$ cat src/rtl/credit_splitter.sv
// credit_splitter
//
// Takes an accumulated credit total (0..MAX_VALUE) and splits it into a
// stream of units of 1..MAX_UNIT. The largest unit goes first, and the
// stream stops when the total is used up. It sits between the credit
// accumulator and the dispense/return driver.
//
// Ports
//   clk         rising-edge clock
//   rst         synchronous, active-high reset; drops any partial split
//   load_valid  a total is presented on load_value
//   load_value  credit total to split (4 bits)
//   load_ready  a total can be accepted (IDLE only)
//   out_valid   out_unit carries a unit
//   out_unit    unit value 1..MAX_UNIT; 0 when out_valid=0
//   out_ready   downstream accepts the unit
//   remaining   credit still to emit
//   busy        high in EMIT or DONE
//   done        one-cycle pulse after the last unit, or after a zero load
//   err         one-cycle pulse when an oversize load is rejected
//
// Handshake: a transfer happens on a rising edge where valid and ready are
// both high. Once out_valid is asserted it stays high, and out_unit stays
// stable, until that transfer happens. Only reset can end it early.
// load_ready does not depend on load_valid.

module credit_splitter #(
  parameter int MAX_VALUE = 8,
  parameter int MAX_UNIT  = 3
) (
  input  logic       clk,
  input  logic       rst,
  input  logic       load_valid,
  input  logic [3:0] load_value,
  output logic       load_ready,
  output logic       out_valid,
  output logic [1:0] out_unit,
  input  logic       out_ready,
  output logic [3:0] remaining,
  output logic       busy,
  output logic       done,
  output logic       err
);

  typedef enum logic [1:0] {
    ST_IDLE = 2'd0,
    ST_EMIT = 2'd1,
    ST_DONE = 2'd2
  } state_t;

  localparam logic [3:0] MAX_VALUE_L = 4'(MAX_VALUE);
  localparam logic [3:0] MAX_UNIT_L  = 4'(MAX_UNIT);

  state_t     state_q, state_d;
  logic [3:0] remaining_q, remaining_d;
  logic       done_q, done_d;
  logic       err_q, err_d;

  // Greedy unit: the whole remainder if it fits, otherwise the largest unit.
  // Because it never exceeds remaining_q, the subtraction cannot underflow.
  logic [3:0] unit_full;
  assign unit_full = (remaining_q > MAX_UNIT_L) ? MAX_UNIT_L : remaining_q;

  always_comb begin
    state_d     = state_q;
    remaining_d = remaining_q;
    done_d      = 1'b0;
    err_d       = 1'b0;
    case (state_q)
      ST_IDLE: begin
        if (load_valid) begin
          if (load_value > MAX_VALUE_L) begin
            // Reject the load: state and remaining do not change.
            err_d = 1'b1;
          end else begin
            remaining_d = load_value;
            if (load_value == 4'd0) begin
              state_d = ST_DONE;
              done_d  = 1'b1;
            end else begin
              state_d = ST_EMIT;
            end
          end
        end
      end
      ST_EMIT: begin
        if (out_ready) begin
          remaining_d = remaining_q - unit_full;
          if (remaining_d == 4'd0) begin
            state_d = ST_DONE;
            done_d  = 1'b1;
          end
        end
      end
      ST_DONE: begin
        state_d = ST_IDLE;
      end
      default: begin
        state_d     = ST_IDLE;
        remaining_d = 4'd0;
      end
    endcase
  end

  always_ff @(posedge clk) begin
    if (rst) begin
      state_q     <= ST_IDLE;
      remaining_q <= 4'd0;
      done_q      <= 1'b0;
      err_q       <= 1'b0;
    end else begin
      state_q     <= state_d;
      remaining_q <= remaining_d;
      done_q      <= done_d;
      err_q       <= err_d;
    end
  end

  assign load_ready = (state_q == ST_IDLE);
  assign out_valid  = (state_q == ST_EMIT);
  assign out_unit   = out_valid ? unit_full[1:0] : 2'd0;
  assign remaining  = remaining_q;
  assign busy       = (state_q != ST_IDLE);
  assign done       = done_q;
  assign err        = err_q;

endmodule

$ cat config.mk
export PLATFORM = sky130hd
export DESIGN_NAME = credit_splitter
export DESIGN_NICKNAME = d
export VERILOG_FILES = /design/src/rtl/credit_splitter.sv
export SDC_FILE = /design/constraint.sdc
export NUM_CORES = 1
export LEC_CHECK = 0
export ABC_CLOCK_PERIOD_IN_PS = 2050
export BUFFER_PORTS_ARGS = -buffer_cell sky130_fd_sc_hd__buf_2
export CAP_MARGIN = 20
export CORE_AREA = 2 2 39 41
export CTS_CLUSTER_DIAMETER = 150
export CTS_CLUSTER_SIZE = 20
export DETAILED_ROUTE_END_ITERATION = 12
export DIE_AREA = 0 0 41 43
export PLACE_DENSITY = 0.65
export SLEW_MARGIN = 20
export SYNTH_ARGS = -nofsm -noshare
export SYNTH_HDL_FRONTEND = slang
export SYNTH_SLANG_ARGS = --single-unit
$ cat constraint.sdc
create_clock -name clk -period 2.05 [get_ports clk]
set_input_delay 0.41 -clock clk [delete_from_list [all_inputs] [get_ports clk]]
set_output_delay 0.41 -clock clk [all_outputs]
set_load 0.05 [all_outputs]
=== Word level (Yosys, flattened, before mapping) ===
Cells that the tools add are included.

* Bits in latches: 0
* Bits in writable memories: 0
* Bits in read-only memories: 0
* Bits of input ports: 8
* Register bits after elaboration: 8
* Memories kept: 0
* Word-level logic and storage cells: 42

* Equal/unequal tests: 6
* Shift operators: 0
* Reductions and logical operators: 7
* Muxes and demuxes: 19
* Bitwise logic cells: 3
* $lt $le $gt $ge: 2
* Divide/modulo/power cells: 0
* Add/subtract/negate cells: 1
* $mul: 0

{| class="wikitable"
|+ Operators with widths
! operator !! count
|-
| 4-bit two-way mux || 4
|-
| 2-bit two-way mux || 6
|-
| 4-bit one-hot mux with 3 select lines || 1
|-
| 4-bit logical NOT || 2
|-
| 4-bit AND reduction || 2
|-
| 1-bit two-way mux || 6
|-
| 4-bit by 2-bit greater-than comparator with 1-bit output, second input constant || 1
|-
| 4-bit greater-than comparator, second input constant || 1
|-
| 2-bit by 1-bit inequality test with 1-bit output, second input constant || 2
|-
| 2-bit inequality test, second input constant || 2
|-
| 2-bit one-hot mux with 2 select lines || 1
|-
| 4-bit subtractor || 1
|-
| 1-bit inverter || 3
|-
| 3-bit OR reduction || 1
|-
| 2-bit by 1-bit equality test with 1-bit output, second input constant || 1
|-
| 2-bit equality test, second input constant || 1
|-
| 2-bit logical NOT || 1
|-
| 1-bit one-hot mux with 2 select lines || 1
|-
| 2-bit nonzero test || 1
|}

=== Logic depth before layout (Yosys ltp) ===
* Word-level depth: 7
* Mapped depth: 7
* Mapped depth without buffers: 6

=== Worst setup path after synthesis ===
Ideal clock, no wire load.

* Path type: reg2out
* From: register state_q[1]
* To: output busy
* Setup slack: -0.005 ns
* Buffers on the path: 1
* Cell stages (with the launch flop): 4
* Arrival time: 1.645 ns
* Path through: dfxtp_1 > buf_6 > nor2_1 > inv_1

* Word-level cells in the longest chain between the ends: 1

{| class="wikitable"
|+ Ends and longest elaborated chain
! what !! line !! RTL
|-
| start, declared || 54 || <nowiki>state_t state_q, state_d;</nowiki>
|-
| start signal, assigned || 112 || <nowiki>state_q <= state_d;</nowiki>
|-
| 2-bit nonzero test || 123 || <nowiki>assign busy = (state_q != ST_IDLE);</nowiki>
|-
| end, declared || 40 || <nowiki>output logic busy,</nowiki>
|}

Every way passes these cells.

=== Worst setup path in the final report ===
* From: register state_q[0]
* To: output out_unit[1]

* Word-level cells in the longest chain between the ends: 2

{| class="wikitable"
|+ Ends and longest elaborated chain
! what !! line !! RTL
|-
| 2-bit by 1-bit equality test with 1-bit output || 120 || <nowiki>assign out_valid = (state_q == ST_EMIT);</nowiki>
|-
| 2-bit two-way mux || 121 || <nowiki>assign out_unit = out_valid ? unit_full[1:0] : 2'd0;</nowiki>
|-
| end, declared || 37 || <nowiki>output logic [1:0] out_unit,</nowiki>
|}

Every way passes these cells.

==> summary.md <==
| Metric | Value |
|---|---|
| First-pass GRT wire length | `1683 um` |
| Seq pwr share | `38.3%` |
| Crit Path Class | `reg2out` |
| Clock slew seen by the registers of the worst setup and hold paths | `0.06 ns` |
| GRT met2 Usage | `21.25%` |
| Cell Area, Synth | `515.5 sq um` |
| 1st-iter DRT viols | `3` |
| Final setup fails | `0` |
| Max Freq | `532.0 MHz` |
| Cells after Synth | `58` |
| Met3 GRT Util | `1.571%` |
| Syn_area_per_cell | `8.888 sq um` |
| Clock period minus worst slack | `1.880 ns` |
| Vias in the first global route | `402` |
| Synth Area in Compound Gates | `18.69%` |
| Die Area | `1763 sq um` |
| Setup crit start kind | `register` |
| Total Wirelength | `1025 um` |
| CP required | `1.64 ns` |
| Library cells used by synthesis | `26` |
| Max-slew headroom | `64.83%` |
| Hold_buf cts | `0` |
| Syn-to-layout area delta | `20.87%` |
| Worst-Margin Slew | `0.5275 ns` |
| Area contributors post-synth | `dfxtp_1, mux2i_1, ha_1, buf_6, nand2_1` |
| Root buf cell | `clkbuf_4` |
| Net Switching | `198.1 uW` |
| Busiest grt layer | `met2` |
| CTS buffer count | `3` |
| Io pins | `19` |
| Fraction of layout instances using a drive strength above 1 | `32.89%` |
| Clk Latency, worst-skew pair | `0.25 ns` |
| Dpl ws | `0.3974 ns` |
| Worst Slack Setup Final | `0.1704 ns` |
| ANT cells | `0` |
| Run status | `finished, final reports clean` |
| Simple-gate share of the synthesized area | `28.64%` |
| Sw Ratio | `39.72%` |
| Global route total overflow | `0` |
| Final Skew | `0.005472 ns` |
| Post-synth EDFFs | `0` |
| Max-cap violations | `0` |
| Nets | `88` |
| Synth warn | `0` |
| Core Area | `1384 sq um` |
| LEAKAGE | `0.2906 nW` |
| Die Y-Extent | `43 um` |
| WL per Instance | `11.14 um` |
| Overall Power | `498.7 uW` |
| Synth Flop Type | `dfxtp_1` |
| Drt via density | `5.065` |
| Drt pass-1 iters | `4` |
| # port buffers | `18` |
| Seq cells post-synth | `8` |
| Remaining antenna violation count after routing | `0` |
| Clock Sink Count | `8` |
| Largest family of logic cells by synthesized area | `simple AND/OR/NAND/NOR gates` |
| RD Place Congestion | `0.7525` |
| WP data arrival | `1.47 ns` |
| Internal | `300.6 uW` |
| Synthesized-area fraction occupied by adder cells | `4.854%` |
| Total number of vias | `466` |
| H-tree depth | `1` |
| Xor/xnor cell area share of the yosys netlist | `3.398%` |
| DR DRC count | `0` |
| CTS resizes | `0` |
| Buffers inserted by post-CTS timing repair | `0` |
| Starting density of the core | `37.25%` |
| CTS tree | `yes` |
| Sequential-to-total area share from yosys stat | `31.07%` |
| Clock network fraction of total power | `23.5%` |
| Peak supply drop | `0.3374 mV` |
| Hold Violations, Final | `0` |
| HPWL Detailed | `790 um` |
| Ys async rst share | `0%` |
| Gate power share | `38.2%` |
| Die width | `41 um` |
| Fillers | `140` |
| Commonest cells post-synth | `dfxtp_1, nand2_1, a21oi_1, nor3_1` |
| Gr usage total | `13.90%` |
| Largest net degree at the start of global routing | `11` |
| Met1 Track Usage GR | `17.86%` |
| Final slew viol count | `0` |
| Critical path fanouts, max | `10` |
| Dominant cell type by area after synthesis | `dfxtp_1` |
| Antenna violations before repair | `0` |
| TNS Setup | `0 ns` |
| Mux cell area share after synthesis | `5.825%` |
| Clock Tree Buf Depth | `2` |
| CP Capture Type | `output pin` |
| Tcrit/Tclk final | `91.69%` |
| Post-synth top area share | `31.07%` |
| Core Rows | `14` |
| Count leader, synth | `dfxtp_1` |
| Power per cell area | `800.3 nW/um^2` |
| RSZ-0062 raised after global routing | `false` |
| Post-synthesis net count | `68` |
| Hold Path Class | `in2reg` |
power by group through the flow:
| stage | Combinational [mW] | Sequential (mW) | Clock, mW |
|---|---|---|---|
| final | 0.190 | 0.191 | 0.117 |
| after global routing | 0.205 | 0.194 | 0.130 |
| after CTS | 0.191 | 0.191 | 0.120 |
| after detailed placement | 0.191 | 0.194 | 0 |
| after global placement | 0.188 | 0.194 | 0 |
| after floorplan | 0.135 | 0.211 | 0 |
critical path, stage by stage, from the launching register on:
cell	delay (ns)
dfxtp_1	0.63
nand2b_1	0.20
nor2_1	0.13
buf_2	0.26
cell usage in the layout (no fill, tap or decap):
| master | synthesis | routed |
|---|---|---|
| buf_2 | 1 | 18 |
| dfxtp_1 | 8 | 8 |
| nand2_1 | 6 | 6 |
| nor3_1 | 4 | 4 |
| a21oi_1 | 4 | 4 |
| inv_1 | 3 | 3 |
| nor2b_1 | 3 | 3 |
| mux2i_1 | 3 | 3 |
| or3_1 | 3 | 3 |
| clkbuf_4 | 0 | 3 |
| o21bai_1 | 2 | 2 |
| nor2_1 | 3 | 2 |
| xnor2_1 | 2 | 2 |
| ha_1 | 2 | 2 |
| nand2b_1 | 1 | 1 |
| nor2_2 | 0 | 1 |
| nor3b_4 | 1 | 1 |
| nor3_2 | 1 | 1 |
| a21o_1 | 1 | 1 |
| a211oi_1 | 1 | 1 |
| a2bb2oi_1 | 1 | 1 |
| and4bb_1 | 1 | 1 |
| o21a_1 | 1 | 1 |
| a221oi_2 | 1 | 1 |
| or3b_1 | 1 | 1 |
| o2bb2ai_1 | 1 | 1 |
| a31oi_1 | 1 | 1 |
per-stage QoR:
stage | area (sq um) | std cells | utilization, % | hold slack [ns]
finish | 623.1 | 92 | 45.03 | 0.4264
global route | 623.1 | 92 | 45.03 | 0.4260
CTS | 623.1 | 92 | 45.03 | 0.4226
detailed placement | 600.6 | 89 | 43.40 | 0.5068
global placement | 600.6 | 89 | 43.40 | 0.5023
floorplan | 518.0 | 58 | - | 0.4791
flip-flops by register name, summed over array words and instances (netlist names):
signal and count:
done 1, err 1, remaining 4, state_q 2
per-layer routing:
metal  part of all wire, %  vias to the layer above
met1                    48                      211
met2                    48                       11
li1                      -                      244
met4                     0                        0
met5                     0                        -
met3                   3.9                        0
path summary, 6_finish.rpt:
| check | from | to | slack, ns | cells after the start |
|---|---|---|---|---|
| max reg2reg | remaining[2] | done | 0.38 | 6 |
| max | state_q[0] | out_unit[1] | 0.17 | 3 |
| min | rst | remaining[1] | 0.43 | 2 |
| min reg2reg | remaining[0] | remaining[0] | 0.52 | 2 |
layout make-up:
| type | count | area, sq um | area share, % |
|---|---|---|---|
| clock buffers | 3 | 22.52 | 3.614 |
| inverters | 3 | 11.26 | 1.807 |
| repair buffers | 18 | 90.09 | 14.46 |
| flip-flops and latches | 8 | 160.2 | 25.70 |
| well taps | 16 | 20.02 | 3.213 |
| multi-input cells | 44 | 319.1 | 51.20 |
kinds of logic after synthesis:
kind of cell,after synthesis
AND/OR/NAND/NOR,24
AO/OA/AOI/OAI,13
flip-flops,8
buffers and inverters,6
multiplexers,3
XOR/XNOR,2
adder cells (fa/ha/maj),2
(Power assumes the default switching activity.)
